[config.mk]
export PLATFORM = sky130hd
export DESIGN_NAME = fetch_unit
export DESIGN_NICKNAME = d
export VERILOG_FILES = /design/src/rtl/fetch_unit.sv
export SDC_FILE = /design/constraint.sdc
export NUM_CORES = 1
export LEC_CHECK = 0
export ABC_CLOCK_PERIOD_IN_PS = 2300
export BUFFER_PORTS_ARGS = -buffer_cell sky130_fd_sc_hd__buf_2
export CELL_PAD_IN_SITES_DETAIL_PLACEMENT = 2
export CELL_PAD_IN_SITES_GLOBAL_PLACEMENT = 2
export CORE_MARGIN = 2
export CORE_UTILIZATION = 38
export DETAILED_ROUTE_END_ITERATION = 6
export PLACE_DENSITY = 0.83
export SLEW_MARGIN = 25
export SYNTH_ARGS = -nofsm -noshare
export SYNTH_HDL_FRONTEND = slang
export SYNTH_SLANG_ARGS = --single-unit
[constraint.sdc]
create_clock -name clk -period 2.3 [get_ports clk]
set_input_delay 0.345 -clock clk [delete_from_list [all_inputs] [get_ports clk]]
set_output_delay 0.345 -clock clk [all_outputs]
set_load 0.03 [all_outputs]
[src/rtl/fetch_unit.sv]
// fetch_unit: instruction fetch stage.
// Generates sequential PCs and keeps at most one read outstanding to
// instruction memory. Returned words are queued with their PC in a small
// prefetch FIFO and handed to the consumer over a valid/ready handshake.
// A redirect flushes the FIFO and any in-flight read, then fetching
// restarts from the new PC.
module fetch_unit #(
    parameter logic [31:0] RESET_PC   = 32'h0000_0000,
    parameter int unsigned FIFO_DEPTH = 4
) (
    input  logic        clk,
    input  logic        reset_n,
    output logic        imem_req,
    output logic [31:0] imem_addr,
    input  logic        imem_rvalid,
    input  logic [31:0] imem_rdata,
    input  logic        redirect_valid,
    input  logic [31:0] redirect_pc,
    output logic        instr_valid,
    input  logic        instr_ready,
    output logic [31:0] instr,
    output logic [31:0] instr_pc
);

    localparam int unsigned PTR_W = $clog2(FIFO_DEPTH);
    localparam int unsigned CNT_W = PTR_W + 1;

    // Fetch addresses are always word aligned, including the reset PC.
    localparam logic [31:0]      RESET_PC_A = RESET_PC & 32'hFFFF_FFFC;
    localparam logic [CNT_W:0]   DEPTH_V    = (CNT_W + 1)'(FIFO_DEPTH);
    localparam logic [PTR_W-1:0] PTR_ONE    = PTR_W'(1);
    localparam logic [CNT_W-1:0] CNT_ONE    = CNT_W'(1);

    // FETCH: nothing outstanding. WAIT: read outstanding, data kept.
    // FLUSH: read outstanding but made stale by a redirect, data dropped.
    typedef enum logic [1:0] {
        ST_FETCH = 2'd0,
        ST_WAIT  = 2'd1,
        ST_FLUSH = 2'd2
    } state_t;

    state_t            state_r;
    logic [31:0]       fetch_pc_r;
    logic [31:0]       req_pc_r;
    logic [31:0]       data_mem_r [FIFO_DEPTH];
    logic [31:0]       pc_mem_r   [FIFO_DEPTH];
    logic [PTR_W-1:0]  wr_ptr_r;
    logic [PTR_W-1:0]  rd_ptr_r;
    logic [CNT_W-1:0]  count_r;

    logic              fifo_valid_s;
    logic              pop_s;
    logic              push_s;
    logic [CNT_W:0]    occupancy_s;
    logic              space_s;
    logic              slot_s;
    logic              issue_s;
    logic [31:0]       redirect_target_s;

    // Handshake, FIFO space and request-issue decisions for this cycle.
    always_comb begin
        fifo_valid_s      = (count_r != '0);
        pop_s             = fifo_valid_s && instr_ready;
        // Only data for a live (non-flushed) request is kept, and a redirect
        // in the same cycle kills it as well.
        push_s            = (state_r == ST_WAIT) && imem_rvalid && !redirect_valid;
        // A same-cycle pop is deliberately not credited as free space.
        occupancy_s       = {1'b0, count_r} + {{CNT_W{1'b0}}, push_s};
        space_s           = (occupancy_s < DEPTH_V);
        redirect_target_s = redirect_pc & 32'hFFFF_FFFC;
        case (state_r)
            ST_FETCH: slot_s = 1'b1;
            // The outstanding read completes this cycle, freeing the slot.
            ST_WAIT,
            ST_FLUSH: slot_s = imem_rvalid;
            default:  slot_s = 1'b0;
        endcase
        // No request is driven while reset is held.
        issue_s = reset_n && !redirect_valid && space_s && slot_s;
    end

    // Drive the memory request and the FIFO head onto the outputs.
    always_comb begin
        imem_req    = issue_s;
        imem_addr   = fetch_pc_r;
        instr_valid = fifo_valid_s;
        instr       = fifo_valid_s ? data_mem_r[rd_ptr_r] : 32'h0000_0000;
        instr_pc    = fifo_valid_s ? pc_mem_r[rd_ptr_r]   : 32'h0000_0000;
    end

    // Fetch FSM with fetch PC and the PC of the outstanding request.
    always_ff @(posedge clk or negedge reset_n) begin
        if (!reset_n) begin
            state_r    <= ST_FETCH;
            fetch_pc_r <= RESET_PC_A;
            req_pc_r   <= RESET_PC_A;
        end else if (redirect_valid) begin
            fetch_pc_r <= redirect_target_s;
            case (state_r)
                // An in-flight read becomes stale unless it returns now.
                ST_WAIT,
                ST_FLUSH: state_r <= imem_rvalid ? ST_FETCH : ST_FLUSH;
                default:  state_r <= ST_FETCH;
            endcase
        end else if (issue_s) begin
            state_r    <= ST_WAIT;
            fetch_pc_r <= fetch_pc_r + 32'd4;
            req_pc_r   <= fetch_pc_r;
        end else if ((state_r != ST_FETCH) && imem_rvalid) begin
            state_r <= ST_FETCH;
        end else begin
            state_r <= state_r;
        end
    end

    // Prefetch FIFO storage, pointers and occupancy.
    always_ff @(posedge clk or negedge reset_n) begin
        if (!reset_n) begin
            wr_ptr_r <= '0;
            rd_ptr_r <= '0;
            count_r  <= '0;
            for (int i = 0; i < FIFO_DEPTH; i++) begin
                data_mem_r[i] <= 32'h0000_0000;
                pc_mem_r[i]   <= 32'h0000_0000;
            end
        end else if (redirect_valid) begin
            // Flush: everything queued belongs to the abandoned path.
            wr_ptr_r <= '0;
            rd_ptr_r <= '0;
            count_r  <= '0;
        end else begin
            if (push_s) begin
                data_mem_r[wr_ptr_r] <= imem_rdata;
                pc_mem_r[wr_ptr_r]   <= req_pc_r;
                wr_ptr_r             <= wr_ptr_r + PTR_ONE;
            end
            if (pop_s) begin
                rd_ptr_r <= rd_ptr_r + PTR_ONE;
            end
            case ({push_s, pop_s})
                2'b10:   count_r <= count_r + CNT_ONE;
                2'b01:   count_r <= count_r - CNT_ONE;
                default: count_r <= count_r;
            endcase
        end
    end

endmodule
Word level (Yosys, flattened, before mapping) --
Cells that the tools add are included.
Cells by class: add/sub/neg operators 6, magnitude comparators 4, eq/ne operators 4, mux-type cells 26, bitwise logic cells 3, reductions and logical operators 20
Operators by type and width (count):
- $mux W32 | 9
- $bwmux W128 | 2
- $bmux W32 S2 | 2
- $demux W32 S2 | 1
- $add A32 B3 Y32 const B | 1
- $mux W2 | 9
- $reduce_bool A3 Y1 | 3
- $logic_and A1 B1 Y1 | 8
- $reduce_bool A2 Y1 | 4
- $ge A3 B3 Y1 const B | 2
- $not A2 Y3 | 2
- $pmux W3 S2 | 1
- $add A2 B1 Y2 const B | 2
- $add A3 B1 Y4 | 1
- $eq A2 B1 Y1 const B | 2
- $eq A2 B2 Y1 const B | 2
- $lt A4 B3 Y1 const B | 1
- $reduce_and A2 Y1 | 2
- $add A3 B1 Y3 const B | 1
- $lt A3 B1 Y1 const B | 1
- $mux W3 | 1
- $sub A3 B1 Y3 const B | 1
- $logic_not A2 Y1 | 1
- $pmux W1 S2 | 1
- other kinds (3) | 3
Word-level totals: register bits after elaboration 329, input port bits 69, output and inout bits 98, logic and storage cells 77

Depth between registers and ports, before layout --
word-level depth 9, depth in mapped cells 9, gate-level depth less buffers 9

Least setup slack after synthesis --
No wires, ideal clock.
path kind reg-to-reg, start register state_r[0], end register req_pc_r[22], setup time 125 ps, data arrival time 2316 ps, data required time 2175 ps, path slack -140 ps, stages on the path, launching flop included 6, buffers on the path 1, clock period less this slack 2440 ps, cell sequence dfrtp_1 -> ha_1 -> or3b_4 -> nor4_2 -> clkbuf_1 -> mux2_2
Between the ends: word-level cells in the longest chain between the ends 8, elaborated cells between the ends (all ways) 12, those cells by class 1 x add/sub; 1 x order compare; 2 x eq/ne; 1 x mux; 7 x reduce/logical
Ends and longest elaborated chain:
- start: declaration | line 42 | state_t state_r;
- start signal: assignment | line 102 | ST_FLUSH: state_r <= imem_rvalid ? ST_FETCH : ST_FLUSH;
- start signal: assignment | line 112 | state_r <= state_r;
- $eq A2 B1 Y1 | line 66, 71
- $logic_and A1 B1 Y1 (2 in a row) | line 66 | push_s = (state_r == ST_WAIT) && imem_rvalid && !redirect_valid;
- $add A3 B1 Y4 | line 68 | occupancy_s = {1'b0, count_r} + {{CNT_W{1'b0}}, push_s};
- $lt A4 B3 Y1 | line 69 | space_s = (occupancy_s < DEPTH_V);
- $logic_and A1 B1 Y1 | line 79 | issue_s = reset_n && !redirect_valid && space_s && slot_s;
- $logic_and A1 B1 Y1 (*) | line 79
- named net imem_req | line 13 | output logic imem_req,
- $reduce_and A2 Y1 (no line) (*)
- end signal: assignment | line 108 | req_pc_r <= fetch_pc_r;
- end: declaration | line 44 | logic [31:0] req_pc_r;
Mark *: on every way through the listed nets, which the timed path passes. The rest lies on a longest branch. A chain may end at the register's enable or synchronous reset.

Worst setup path after layout --
start register state_r[0], end output imem_req
Between the ends: word-level cells in the longest chain between the ends 7, elaborated cells between the ends (all ways) 11, those cells by class 1 x add/sub; 1 x order compare; 2 x eq/ne; 1 x mux; 6 x reduce/logical
Ends and longest elaborated chain (line):
- $eq A2 B1 Y1 | 66, 71
- $logic_and A1 B1 Y1 (2 in a row) | 66
- $add A3 B1 Y4 | 68
- $lt A4 B3 Y1 | 69
- $logic_and A1 B1 Y1 | 79
- $logic_and A1 B1 Y1 (*) | 79
- end: declaration | 13
Every way passes the cells marked *; elsewhere a longest branch is shown, timed or not.

==> flow_metrics.tcl <==
set metrics [dict create \
    route.met2.wl_um 27400 \
    ys_async_sr_fraction_pct 100 \
    grt_pass1_wl_um 74500 \
    die_h_um 199 \
    die_x_um 199 \
    setup_violations 96 \
    status "finished, violations left" \
    clock_sinks 317 \
    rsz0062_at_grt "true" \
    ys_dominant_reg_cell "dfrtp_1" \
    gp_congestion 0.765 \
    drv_cap 0 \
    drive_gt1_share_pct 59.3 \
    skew_ps 22.0 \
    finalHoldViolCount 0 \
    relSlewSlack_pct 41.9 \
    drcViolationCount 0 \
    cts_tree "built" \
    first_global_vias 11592 \
    yosysUniqueCellTypes 42 \
    viasPerCell 5.52 \
    synth_most_common_cell "dfrtp_1" \
    synth.cell_area_mm2 0.0144 \
    synth-seq-area-share_pct 55.0 \
    area_delta_synth_final_pct 31.0 \
    tns_ps -13880 \
    dieArea_mm2 0.0395 \
    antenna_found_initial 4 \
    worstMarginPinSlew_ps 871 \
    final_nets 1304 \
    fin_ws_ps -241 \
    crit_required_ps 1960 \
    core_area_mm2 0.0375 \
    critPathMaxFanout 3 \
    top_layer "met5" \
    cts.htree.levels 2 \
    wl_met1_um 19800 \
    routed_wl_um 51000 \
    port_buffers 160 \
    hpwl_um 27500 \
    cts_buffers 38 \
    synth_top_cell_by_area "dfrtp_1" \
    clk_latency_ps 550 \
    routedWlPerCell_um 28.8 \
    root_buffer "clkbuf_16" \
    startpoint_type "register" \
    synth_top_area_share_pct 55.0 \
    leakage_nw 8.94 \
    drtPass1Iterations 5 \
    achievable-frequency_ghz 0.394 \
    final_core_util_pct 50.4 \
    drt_iter0_drc 461 \
    peakVddDrop_uv 685 \
    grt_usage_pct 25.5 \
    yosys_warnings 0 \
    synth.cells.most_frequent "dfrtp_1, mux2_2, and2_1" \
    grt-ovfl-total 0 \
    met3_length_um 2420 \
    synth_edf_count 0 \
    ant_nets 0 \
    hold_path.class "in2reg" \
    violations "negative setup slack" \
    finalMaxSlewViolations 0 \
    vias 9773 \
    fin_crit_ps 2540 \
    ios 167 \
    path_clk_slew_ps 60 \
    p_per_area_mw_per_mm2 1220 \
    placement_rows 71 \
    ys_seq_elements 317 \
    clockBufferDepth 3 \
    crit_type "reg2out" \
    finalCritPeriodShare_pct 110 \
    synth_cells 1000 \
    end_kind "output pin" \
    syn_area_per_cell_um2 14.4 \
    cp.arrival_ps 2200 \
    synth.area.top_cells "dfrtp_1, mux2_2, mux4_2" \
    grt_max_degree 141 \
    start_util_pct 38.5 \
]
-- stage by stage --
step	setup WS [ps]	instances	area, µm²	total power, W	hold slack [ps]
final	-241	1770	18900	0.0231	26.0
after global routing	-292	1767	18900	0.0241	29.7
after CTS	-243	1762	18700	0.0227	1.04
after detailed placement	-97.1	1669	16300	0.0145	376
after global placement	-7.35	1669	16300	0.0141	373
after floorplan	-20.6	1003	14500	0.0120	49.4
-- layout by cell type (no fill, tap or decap), types with 5 or more instances in the layout --
cell type,instances
ha_1,5
and3_1,5
nand4_1,10
clkbuf_16,43
mux4_2,62
nand3_1,12
o21ai_1,6
buf_12,22
and2_4,62
buf_6,71
o21ai_0,20
nor2b_1,6
clkbuf_1,11
dfrtp_1,315
nor2_1,13
buf_2,96
nand2_1,39
buf_4,43
mux2_4,29
xor2_1,12
buf_16,5
mux2_2,250
xnor2_1,10
clkbuf_8,8
inv_1,8
-- flip-flops by register name, indices dropped and copies added (netlist names) --
signal / count
imem_addr: 30
state_r: 2
count_r: 3
wr_ptr_r: 2
req_pc_r: 30
pc_mem_r: 120
rd_ptr_r: 2
data_mem_r: 128
-- final timing paths --
kind / start / endpoint / slack [ps] / cells past startpoint
worst min-delay path: redirect_pc[17] / imem_addr[17] / 30 / 3
worst min register to register: data_mem_r[58] / data_mem_r[58] / 500 / 1
worst max register to register: state_r[0] / imem_addr[29] / -150 / 8
min in group asynchronous: reset_n / data_mem_r[112] / 340 / 3
max in group asynchronous: reset_n / rd_ptr_r[1] / 730 / 4
worst max-delay path: state_r[0] / imem_req / -240 / 6
-- kinds of logic (layout without fill, tap and decap cells) --
kind of cell,after synthesis,in the layout,synth area share (%)
compound gates,43,43,1.74
xor+xnor,23,23,1.40
fa+ha+maj,9,9,0.832
buf+inv,73,325,2.09
flops,317,317,55.0
mux,345,345,31.7
other cells,1,8,0.0260
simple gates,189,189,7.21
-- per-layer routing --
metal  up-vias  GRT usage, %
li1       4087             -
met1      5284          30.0
met2       305          45.9
met3        95          5.29
met4         2          9.56
met5         -             0
-- where the power goes --
group / switching, W / internal, W / leakage, nW
clock network: 0.00255 / 0.00364 / 0.607
registers: 0.00122 / 0.00685 / 4.19
logic: 0.00433 / 0.00456 / 4.15
-- critical path, cell delays in order (launching register included) --
cell	delay, ps
dfrtp_1	420
ha_2	180
or3b_4	390
buf_6	140
nor4_4	210
buf_6	180
buf_6	130
-- cell type report --
cell class | instances | area, µm²
clock inverters | 9 | 87.6
well taps | 511 | 639
clock buffers | 60 | 1180
diodes | 4 | 10.0
fillers | 3454 | 18600
flip-flops and latches | 317 | 7940
inverters | 10 | 37.5
multi-input cells | 613 | 6690
repair buffers | 246 | 2320
-- what timing repair did --
item                                   CTS  global route
cloned                                   5             3
pin swaps                                7            10
endpoints found under the hold margin   16             0
setup endpoints to repair               93           118
hold buffers                             3             0
buffers inserted                        16             4
gates resized for setup                241            49
Note: power is estimated with default switching activity, not from simulation.
